==> src/rtl/tx_serializer_if.sv <==
// tx_serializer_if: encoder-side word input and serial-side outputs of the TX serializer
interface tx_serializer_if #(
  parameter int WIDTH  = 10,
  parameter int UCNT_W = 8
);
  logic [WIDTH-1:0]  TxParallel_10;
  logic              TxValid;
  logic              BitCLK_10;
  logic              WordLoad;
  logic              TxSerial;
  logic [UCNT_W-1:0] UnderrunCnt;
  modport master (
    output TxParallel_10, TxValid,
    input  BitCLK_10, WordLoad, TxSerial, UnderrunCnt
  );
  modport slave (
    input  TxParallel_10, TxValid,
    output BitCLK_10, WordLoad, TxSerial, UnderrunCnt
  );
endinterface

==> src/rtl/tx_serializer.sv <==
// tx_serializer: loads one code group per WIDTH bit clocks, shifts it out, inserts idle on underrun
module tx_serializer #(
  parameter int               WIDTH     = 10,
  parameter bit               MSB_FIRST = 1'b0,
  parameter logic [WIDTH-1:0] IDLE_WORD = 10'b0011111010,
  parameter int               UCNT_W    = 8
) (
  input logic           BitCLK,
  input logic           Reset,
  tx_serializer_if.slave bus
);
  localparam int CW = $clog2(WIDTH);
  if (WIDTH < 4 || WIDTH % 2 != 0) begin : g_bad_width
    $error("tx_serializer: WIDTH must be even and >= 4");
  end
  logic [CW-1:0]     cnt, cnt_nxt;
  logic [WIDTH-1:0]  shreg, shreg_nxt, word;
  logic [UCNT_W-1:0] ucnt;
  logic              load, bit_nxt, ser, wclk, wload;
  always_comb begin
    load      = cnt == CW'(WIDTH - 1);
    cnt_nxt   = load ? '0 : cnt + 1'b1;
    word      = bus.TxValid ? bus.TxParallel_10 : IDLE_WORD;
    shreg_nxt = load ? word : (MSB_FIRST ? shreg << 1 : shreg >> 1);
    bit_nxt   = MSB_FIRST ? shreg_nxt[WIDTH-1] : shreg_nxt[0];
  end
  // The output bit is taken from the post-shift value so a new word appears with no gap
  always_ff @(posedge BitCLK or negedge Reset) begin
    if (!Reset) begin
      cnt   <= CW'(WIDTH - 1);
      shreg <= '0;
      ser   <= 1'b0;
      wclk  <= 1'b0;
      wload <= 1'b0;
      ucnt  <= '0;
    end else begin
      cnt   <= cnt_nxt;
      shreg <= shreg_nxt;
      ser   <= bit_nxt;
      wclk  <= cnt_nxt < CW'(WIDTH / 2);
      wload <= load;
      if (load && !bus.TxValid && !(&ucnt)) ucnt <= ucnt + 1'b1;
    end
  end
  assign bus.TxSerial    = ser;
  assign bus.BitCLK_10   = wclk;
  assign bus.WordLoad    = wload;
  assign bus.UnderrunCnt = ucnt;
endmodule

==> src/flat_wrapper.sv <==
// flat-port wrapper written by rule: the top's interface ports become plain ports
module tx_serializer_flat 
#(
  parameter int               WIDTH     = 10,
  parameter bit               MSB_FIRST = 1'b0,
  parameter logic [WIDTH-1:0] IDLE_WORD = 10'b0011111010,
  parameter int               UCNT_W    = 8
)
  (BitCLK, Reset, bus_TxParallel_10, bus_TxValid, bus_BitCLK_10, bus_WordLoad, bus_TxSerial, bus_UnderrunCnt);
  tx_serializer_if #(.WIDTH(WIDTH), .UCNT_W(UCNT_W)) bus_i ();
  input logic BitCLK;
  input logic Reset;
  input wire logic [$bits(bus_i.TxParallel_10)-1:0] bus_TxParallel_10;
  input wire logic [$bits(bus_i.TxValid)-1:0] bus_TxValid;
  output wire logic [$bits(bus_i.BitCLK_10)-1:0] bus_BitCLK_10;
  output wire logic [$bits(bus_i.WordLoad)-1:0] bus_WordLoad;
  output wire logic [$bits(bus_i.TxSerial)-1:0] bus_TxSerial;
  output wire logic [$bits(bus_i.UnderrunCnt)-1:0] bus_UnderrunCnt;
  assign bus_i.TxParallel_10 = bus_TxParallel_10;
  assign bus_i.TxValid = bus_TxValid;
  assign bus_BitCLK_10 = bus_i.BitCLK_10;
  assign bus_WordLoad = bus_i.WordLoad;
  assign bus_TxSerial = bus_i.TxSerial;
  assign bus_UnderrunCnt = bus_i.UnderrunCnt;
  tx_serializer #(.WIDTH(WIDTH), .MSB_FIRST(MSB_FIRST), .IDLE_WORD(IDLE_WORD), .UCNT_W(UCNT_W)) u_core (.BitCLK(BitCLK), .Reset(Reset), .bus(bus_i));
endmodule
==> config.mk <==
export PLATFORM = sky130hd
export DESIGN_NAME = tx_serializer_flat
export DESIGN_NICKNAME = d
export VERILOG_FILES = /design/src/rtl/tx_serializer_if.sv /design/src/rtl/tx_serializer.sv /design/src/flat_wrapper.sv
export SDC_FILE = /design/constraint.sdc
export NUM_CORES = 1
export LEC_CHECK = 0
export ABC_AREA = 1
export CAP_MARGIN = 20
export CORE_MARGIN = 1
export CORE_UTILIZATION = 60
export CTS_CLUSTER_SIZE = 28
export DETAILED_ROUTE_END_ITERATION = 6
export DONT_BUFFER_PORTS = 1
export PLACE_DENSITY_LB_ADDON = 0.08
export SLEW_MARGIN = 20
export SYNTH_ARGS = -nofsm -noshare
export SYNTH_HDL_FRONTEND = slang
export SYNTH_SLANG_ARGS = --single-unit
==> constraint.sdc <==
create_clock -name BitCLK -period 1.7 [get_ports BitCLK]
set_input_delay 0.255 -clock BitCLK [delete_from_list [all_inputs] [get_ports BitCLK]]
set_output_delay 0.255 -clock BitCLK [all_outputs]
set_load 0.02 [all_outputs]
==> impl_metrics.csv, run 1 <==
group,metric,value,unit
grt,grt_pass1_vias,765,
synthesis,synth_ff_type,"dfrtp_1",
sta,period_share,0.8598,
floorplanning,design.core.area,1764,µm²
critical_path,critical-path-top-delay-family,"simple AND/OR/NAND/NOR gates",
synthesis,ys.warnings.count,0,
sta,tightestPinTransition,0.5106,ns
placement,place_ws,0.2657,ns
clock_network,clock-root-buffer,"clkbuf_4",
synthesis,synth_adder_area_share,0.01083,
detailed_routing,wl,1939,µm
synthesis,synth_top_family_by_area,"simple AND/OR/NAND/NOR gates",
flow_run,max_cap_viol_count,0,
sta,tns,0,ns
critical_path,cp-end-kind,"flop",
grt,grt_usage,0.2187,
synthesis,syn_area_per_cell,8.249,µm²
synthesis,synth_seq_cells,24,
pwr,leakagePower,0.0006862,µW
placement,post-dp-hpwl,1450,µm
sta,slew_headroom,0.6596,
layout,area_delta_synth_final,6.609,%
grt,grt_antenna_before_repair,0,
clock_network,clock-sinks,24,
layout,nFillCells,148,
detailed_routing,drc,0,
critical_path,crit_top_cell,"nand2_1",
synthesis,synth_edf_count,0,
pwr,peakVddDrop,0.6318,mV
clock_network,cts_buffer_depth,2,
synthesis,synthXorXnorAreaFrac,0.02275,
detailed_routing,wl_per_cell,11.34,µm
synthesis,synth.top_cell.area_share,0.4767,
detailed_routing,vias,843,
detailed_routing,via_per_inst,4.930,
critical_path,crit_chain,"ha_1 -> nand3_1 -> nor2_1 -> nor2_4 -> nand2_1 -> nand2_1",
critical_path,critPathLaunchType,"flop",
layout,nNetsFinal,162,
critical_path,crit_path_max_fanout,8,
detailed_routing,drt-initial-drc-count,11,
layout,antennaDiodeCount,0,
sta,slew_viol_final,0,
synthesis,synth_compound_area_frac,0.02167,
synthesis,netlist_top_cells_area,"dfrtp_1, nand2_1, nor2_1",
synthesis,synthSimpleGateAreaFrac,0.3705,
critical_path,crit_arrival,1.67,ns
sta,skew,0.003775,ns
synthesis,syn_nets,154,
pwr,p_per_area,749.0,nW/µm²
critical_path,cp.required,1.91,ns
sta,max_freq,0.6842,GHz
synthesis,yosysMostFrequentCell,"nand2_1",
floorplanning,start_util,0.6546,
grt,grt_pass1_wl,3194,µm
clock_network,cts_buffers,3,
grt,grt-ovfl-total,0,
critical_path,path_buf_inv,0,
synthesis,netlist_top_cells_count,"nand2_1, nor2_1, dfrtp_1, inv_1, nand3_1",
floorplanning,rows,15,
status,status,"finished clean",
synthesis,seq_area_frac_synth,0.5222,
placement,gp_congestion,0.8213,
clock_network,clk_pin_slew,0.12,ns
clock_network,htreeDepth,1,
floorplanning,die_x,45.87,µm
placement,portBuffers,0,
clock_network,cts_tree,"built",
sta,final-hold-violation-count,0,
floorplanning,pin_count,24,
floorplanning,die_height,45.87,µm
hold_path,min_path_type,"in -> reg",
sta,setup_slack,0.2384,ns
floorplanning,fp.dieArea,2104,µm²
sta,rsz0062_at_grt,"false",
critical_path,critPathKind,"reg -> reg",
synthesis,synth_cell_types,16,
synthesis,synth.area.mux_share,0,
critical_path,cpPeakStageDelay,0.54,ns
clock_network,clkLatencyLatePin,0.30,ns
detailed_routing,ant_nets,0,
detailed_routing,dr.pass1.iters,4,
placement,placed_cell_area,1194,µm²
layout,postLayoutCellArea,1231,µm²
sta,finalSetupViolCount,0,
grt,grt_start_max_net_pins,25,
synthesis,syn-cell-area,1155,µm²
layout,layout-drive-gt1-share,0.1233,
sta,finalCriticalPeriod,1.462,ns
synthesis,syn_inst,140,
synthesis,synth.largest_area_cell,"dfrtp_1",
critical_path,crit_slowest_cell,"dfrtp_1",
synthesis,synthArstFlopShare,1.000,
-- flip-flops by register name (all words and copies together) (netlist names) --
signal                  count
u_core.bus.BitCLK_10        1
u_core.bus.UnderrunCnt      8
u_core.bus.WordLoad         1
u_core.cnt                  4
u_core.shreg               10
-- per-stage QoR --
step	power, µW	hold slack, ns	std cells	utilization
after detailed placement	679.0	-0.04013	166	0.6766
after CTS	925.6	0.05862	170	0.6950
final	922.1	0.05607	171	0.6979
after floorplan	661.1	-0.04059	140	-
after global placement	675.8	-0.04015	166	0.6766
after global routing	970.9	0.03823	171	0.6979
-- repair_timing --
action / 4_1_cts / 5_1_grt
endpoints found under the hold margin: 24 / 22
gates resized for setup: 0 / 0
hold buffers: 1 / 1
setup buffers: 0 / 0
-- final cells by class --
type	count	area, µm²	area share
multi-input cells	100	491.7	0.3994
repair buffers	3	22.52	0.01829
clock buffers	3	22.52	0.01829
well taps	25	31.28	0.02541
flip-flops and latches	24	603.1	0.4898
inverters	16	60.06	0.04878
-- report_power, final --
part           switching, µW  internal (µW)  total, µW
logic                   52.3           29.0       81.3
clock network            159           82.7        241
registers               17.5            582        600
total                    229            694        922
-- layer usage --
| layer | up-vias | global-route usage | share of wire |
|---|---|---|---|
| li1 | 432 | - | - |
| met1 | 394 | 0.2835 | 0.47 |
| met2 | 13 | 0.3465 | 0.49 |
| met3 | 4 | 0.05159 | 0.024 |
| met4 | 0 | 0.09412 | 0.014 |
| met5 | - | 0 | 0 |
-- cells in the final DEF (no fill, tap or decap), types with 3 or more instances in the layout --
master / n
nand2_1: 52
nor2_1: 25
dfrtp_1: 22
inv_1: 13
nand3_1: 6
o21ai_0: 5
inv_2: 3
clkbuf_4: 3
-- logic make-up after synthesis --
group,Yosys count
simple gates,91
flops,24
buf+inv,16
compound gates,5
xor+xnor,3
fa+ha+maj,1
-- path summary, 6_finish.rpt --
path	cells past startpoint	slack, ns	startpoint	end
max in group asynchronous	2	0.89	Reset	u_core.cnt[0]
hold / removal	2	0.06	bus_TxParallel_10[2]	u_core.shreg[2]
setup / recovery	6	0.24	u_core.bus.UnderrunCnt[0]	u_core.bus.UnderrunCnt[1]
hold reg to reg	2	0.46	u_core.shreg[3]	u_core.shreg[2]
min in group asynchronous	2	0.45	Reset	u_core.shreg[1]
setup reg to reg	6	0.24	u_core.bus.UnderrunCnt[0]	u_core.bus.UnderrunCnt[1]
(Power assumes the default switching activity.)
==> inputs of run 2 (changes only) <==
ABC_AREA = default   (was 1)
CORE_UTILIZATION = 59   (was 60)
==> run 2 against run 1 <==
Effect of this change: die area is 6.6% lower; highest routed layer unchanged; non-clock buffer count is 11 higher; clock skew is 0.0020 ns higher; total power is 21% higher.
==> impl_metrics.csv, run 2 <==
group,metric,value,unit
placement,gp_congestion,0.8050,
critical_path,crit_arrival,1.77,ns
pwr,leakagePower,0.0006187,µW
detailed_routing,via_per_inst,5.358,
sta,skew,0.005807,ns
sta,slew_headroom,0.6622,
layout,ff_latch_area,603.1,µm²
critical_path,crit_path_max_fanout,4,
sta,hold_ws,0.01539,ns
clock_network,clock-sinks,24,
sta,finalSetupViolCount,0,
detailed_routing,ant_nets,0,
synthesis,syn_area_per_cell,10.68,µm²
clock_network,cts_tree,"built",
critical_path,reg2reg_from,"u_core.cnt[3]",
critical_path,critPathKind,"reg -> reg",
pwr,p_per_area,909.5,nW/µm²
placement,place_ws,0.08746,ns
synthesis,yosysMostFrequentCell,"dfrtp_1",
clock_network,cts_setup_buffers,0,
sta,tns,0,ns
synthesis,syn-cell-area,1057,µm²
synthesis,netlist_top_cells_count,"dfrtp_1, nand2_1, inv_1, a31oi_1, nor2_1",
clock_network,clkLatencyLatePin,0.31,ns
critical_path,r2r_cells,4,
synthesis,seq_area_frac_synth,0.5704,
floorplanning,start_util,0.6633,
layout,fin_util,0.7684,
synthesis,synth_edf_count,0,
synthesis,synth_seq_cells,24,
sta,finalCriticalPeriod,1.563,ns
critical_path,endpoint,"u_core.bus.UnderrunCnt[6]",
layout,antennaDiodeCount,0,
clock_network,htreeDepth,1,
sta,max_freq,0.6397,GHz
flow_run,max_cap_viol_count,0,
grt,grt_pass1_vias,687,
floorplanning,die_x,44.33,µm
critical_path,cp.required,1.91,ns
synthesis,synthArstFlopShare,1.000,
synthesis,ys.warnings.count,0,
sta,tightestPinTransition,0.5067,ns
sta,final-hold-violation-count,0,
synthesis,synth.top_cell.area_share,0.5207,
critical_path,regToRegEndpoint,"u_core.bus.UnderrunCnt[6]",
sta,rsz0062_at_grt,"false",
sta,slew_viol_final,0,
sta,period_share,0.9196,
layout,area_delta_synth_final,15.86,%
floorplanning,fp.dieArea,1965,µm²
grt,grt-ovfl-total,0,
critical_path,crit_start,"u_core.cnt[3]",
grt,grt_antenna_before_repair,0,
detailed_routing,wl_per_cell,13.15,µm
sta,setup_slack,0.1367,ns
clock_network,cts_buffer_depth,2,
clock_network,cts_buffers,3,
layout,regMostFlops,"u_core.shreg",
layout,final_common_cell,"dfrtp_1",
floorplanning,design.core.area,1594,µm²
placement,post-dp-hpwl,1283,µm
synthesis,syn_inst,99,
detailed_routing,drc,0,
layout,layout_common_cells,"dfrtp_1, nand2_1, buf_4, inv_1, a31oi_1",
layout,layout-drive-gt1-share,0.2301,
critical_path,critPathLaunchType,"flop",
critical_path,cp-end-kind,"flop",
synthesis,syn_nets,113,
pwr,peakVddDrop,0.6412,mV
floorplanning,rows,14,
clock_network,clock-root-buffer,"clkbuf_4",
detailed_routing,drt-initial-drc-count,20,
layout,nFillCells,119,
floorplanning,pin_count,24,
grt,grt_usage,0.2045,
layout,multi_input_area,396.6,µm²
synthesis,synth.largest_area_cell,"dfrtp_1",
synthesis,netlist_top_cells_area,"dfrtp_1, dfstp_2, nand2_1",
placement,portBuffers,0,
synthesis,synth_ff_type,"dfrtp_1",
critical_path,r2r_setup_slack,0.14,ns
clock_network,clk_pin_slew,0.13,ns
synthesis,synth_cell_types,31,
grt,grt_start_max_net_pins,25,
floorplanning,die_height,44.33,µm
detailed_routing,dr.pass1.iters,4,
grt,grt_pass1_wl,2870,µm
layout,nNetsFinal,128,
detailed_routing,wl,1801,µm
layout,largest_reg_flops,10,
status,status,"finished clean",
detailed_routing,vias,734,
hold_path,min_path_type,"in -> reg",
==> run 2: through the flow <==
| stage | cell area (µm²) | instances | total power (µW) |
|---|---|---|---|
| floorplan | 1057 | 99 | 676.3 |
| CTS | 1209 | 136 | 1123 |
| finish | 1225 | 137 | 1114 |
| detailed placement | 1146 | 131 | 705.6 |
| global route | 1225 | 137 | 1148 |
| global placement | 1146 | 131 | 701.5 |
==> run 2: kinds of logic after synthesis <==
logic type / share of synthesized area
flops: 0.5704
xor+xnor: 0.03314
fa+ha+maj: 0.01183
simple gates: 0.1669
compound gates: 0.1148
mux: 0.04142
buf+inv: 0.06153
==> run 2: worst max-delay path, stage by stage (launching register included) <==
cell and delay (ns):
dfstp_2 0.57, nand4bb_2 0.20, nor3_4 0.25, nand4_1 0.13
mux2_1 0.31
==> run 2: timing repair <==
item / CTS / global route
resized for setup: 0 / 3
hold endpoints to repair: 24 / 22
setup endpoints to repair: 0 / 11
hold buffers: 1 / 1
==> run 2: power breakdown <==
group	internal, µW	total [µW]	switching (µW)	leakage [µW]
combinational	44.6	105	60.7	0.000267
clock	238	405	166	0.0000279
sequential	588	604	15.7	0.000324
total	871	1110	243	0.000619
==> run 2: layer usage <==
metal | share of wire | up-vias | GRT usage | wire (µm)
met5 | 0 | - | 0 | 0
met4 | 0.010 | 0 | 0.07273 | 18
met3 | 0.039 | 2 | 0.03265 | 71
met2 | 0.51 | 20 | 0.3529 | 918
met1 | 0.44 | 348 | 0.2610 | 793
li1 | - | 364 | - | -
==> run 2: area by class of cell <==
cell class / count / share of cell area
flip-flops and latches: 24 / 0.4923
clock inverters: 1 / 0.02451
inverters: 9 / 0.03064
well taps: 24 / 0.02451
multi-input cells: 62 / 0.3238
repair buffers: 14 / 0.08580
clock buffers: 3 / 0.01839
==> run 2: worst min-delay path by stage <==
| stage | depth (start not counted) | from | slack, ns | to |
|---|---|---|---|---|
| global route | 1 | bus_TxValid | 0.006 | u_core.shreg[4] |
| detailed placement | 0 | Reset | -0.04 | u_core.bus.UnderrunCnt[6] |
| floorplan | 0 | Reset | -0.04 | u_core.bus.BitCLK_10 |
| finish | 1 | bus_TxValid | 0.02 | u_core.shreg[5] |
| global placement | 0 | Reset | -0.04 | u_core.bus.UnderrunCnt[6] |
| CTS | 1 | bus_TxValid | 0.01 | u_core.shreg[5] |
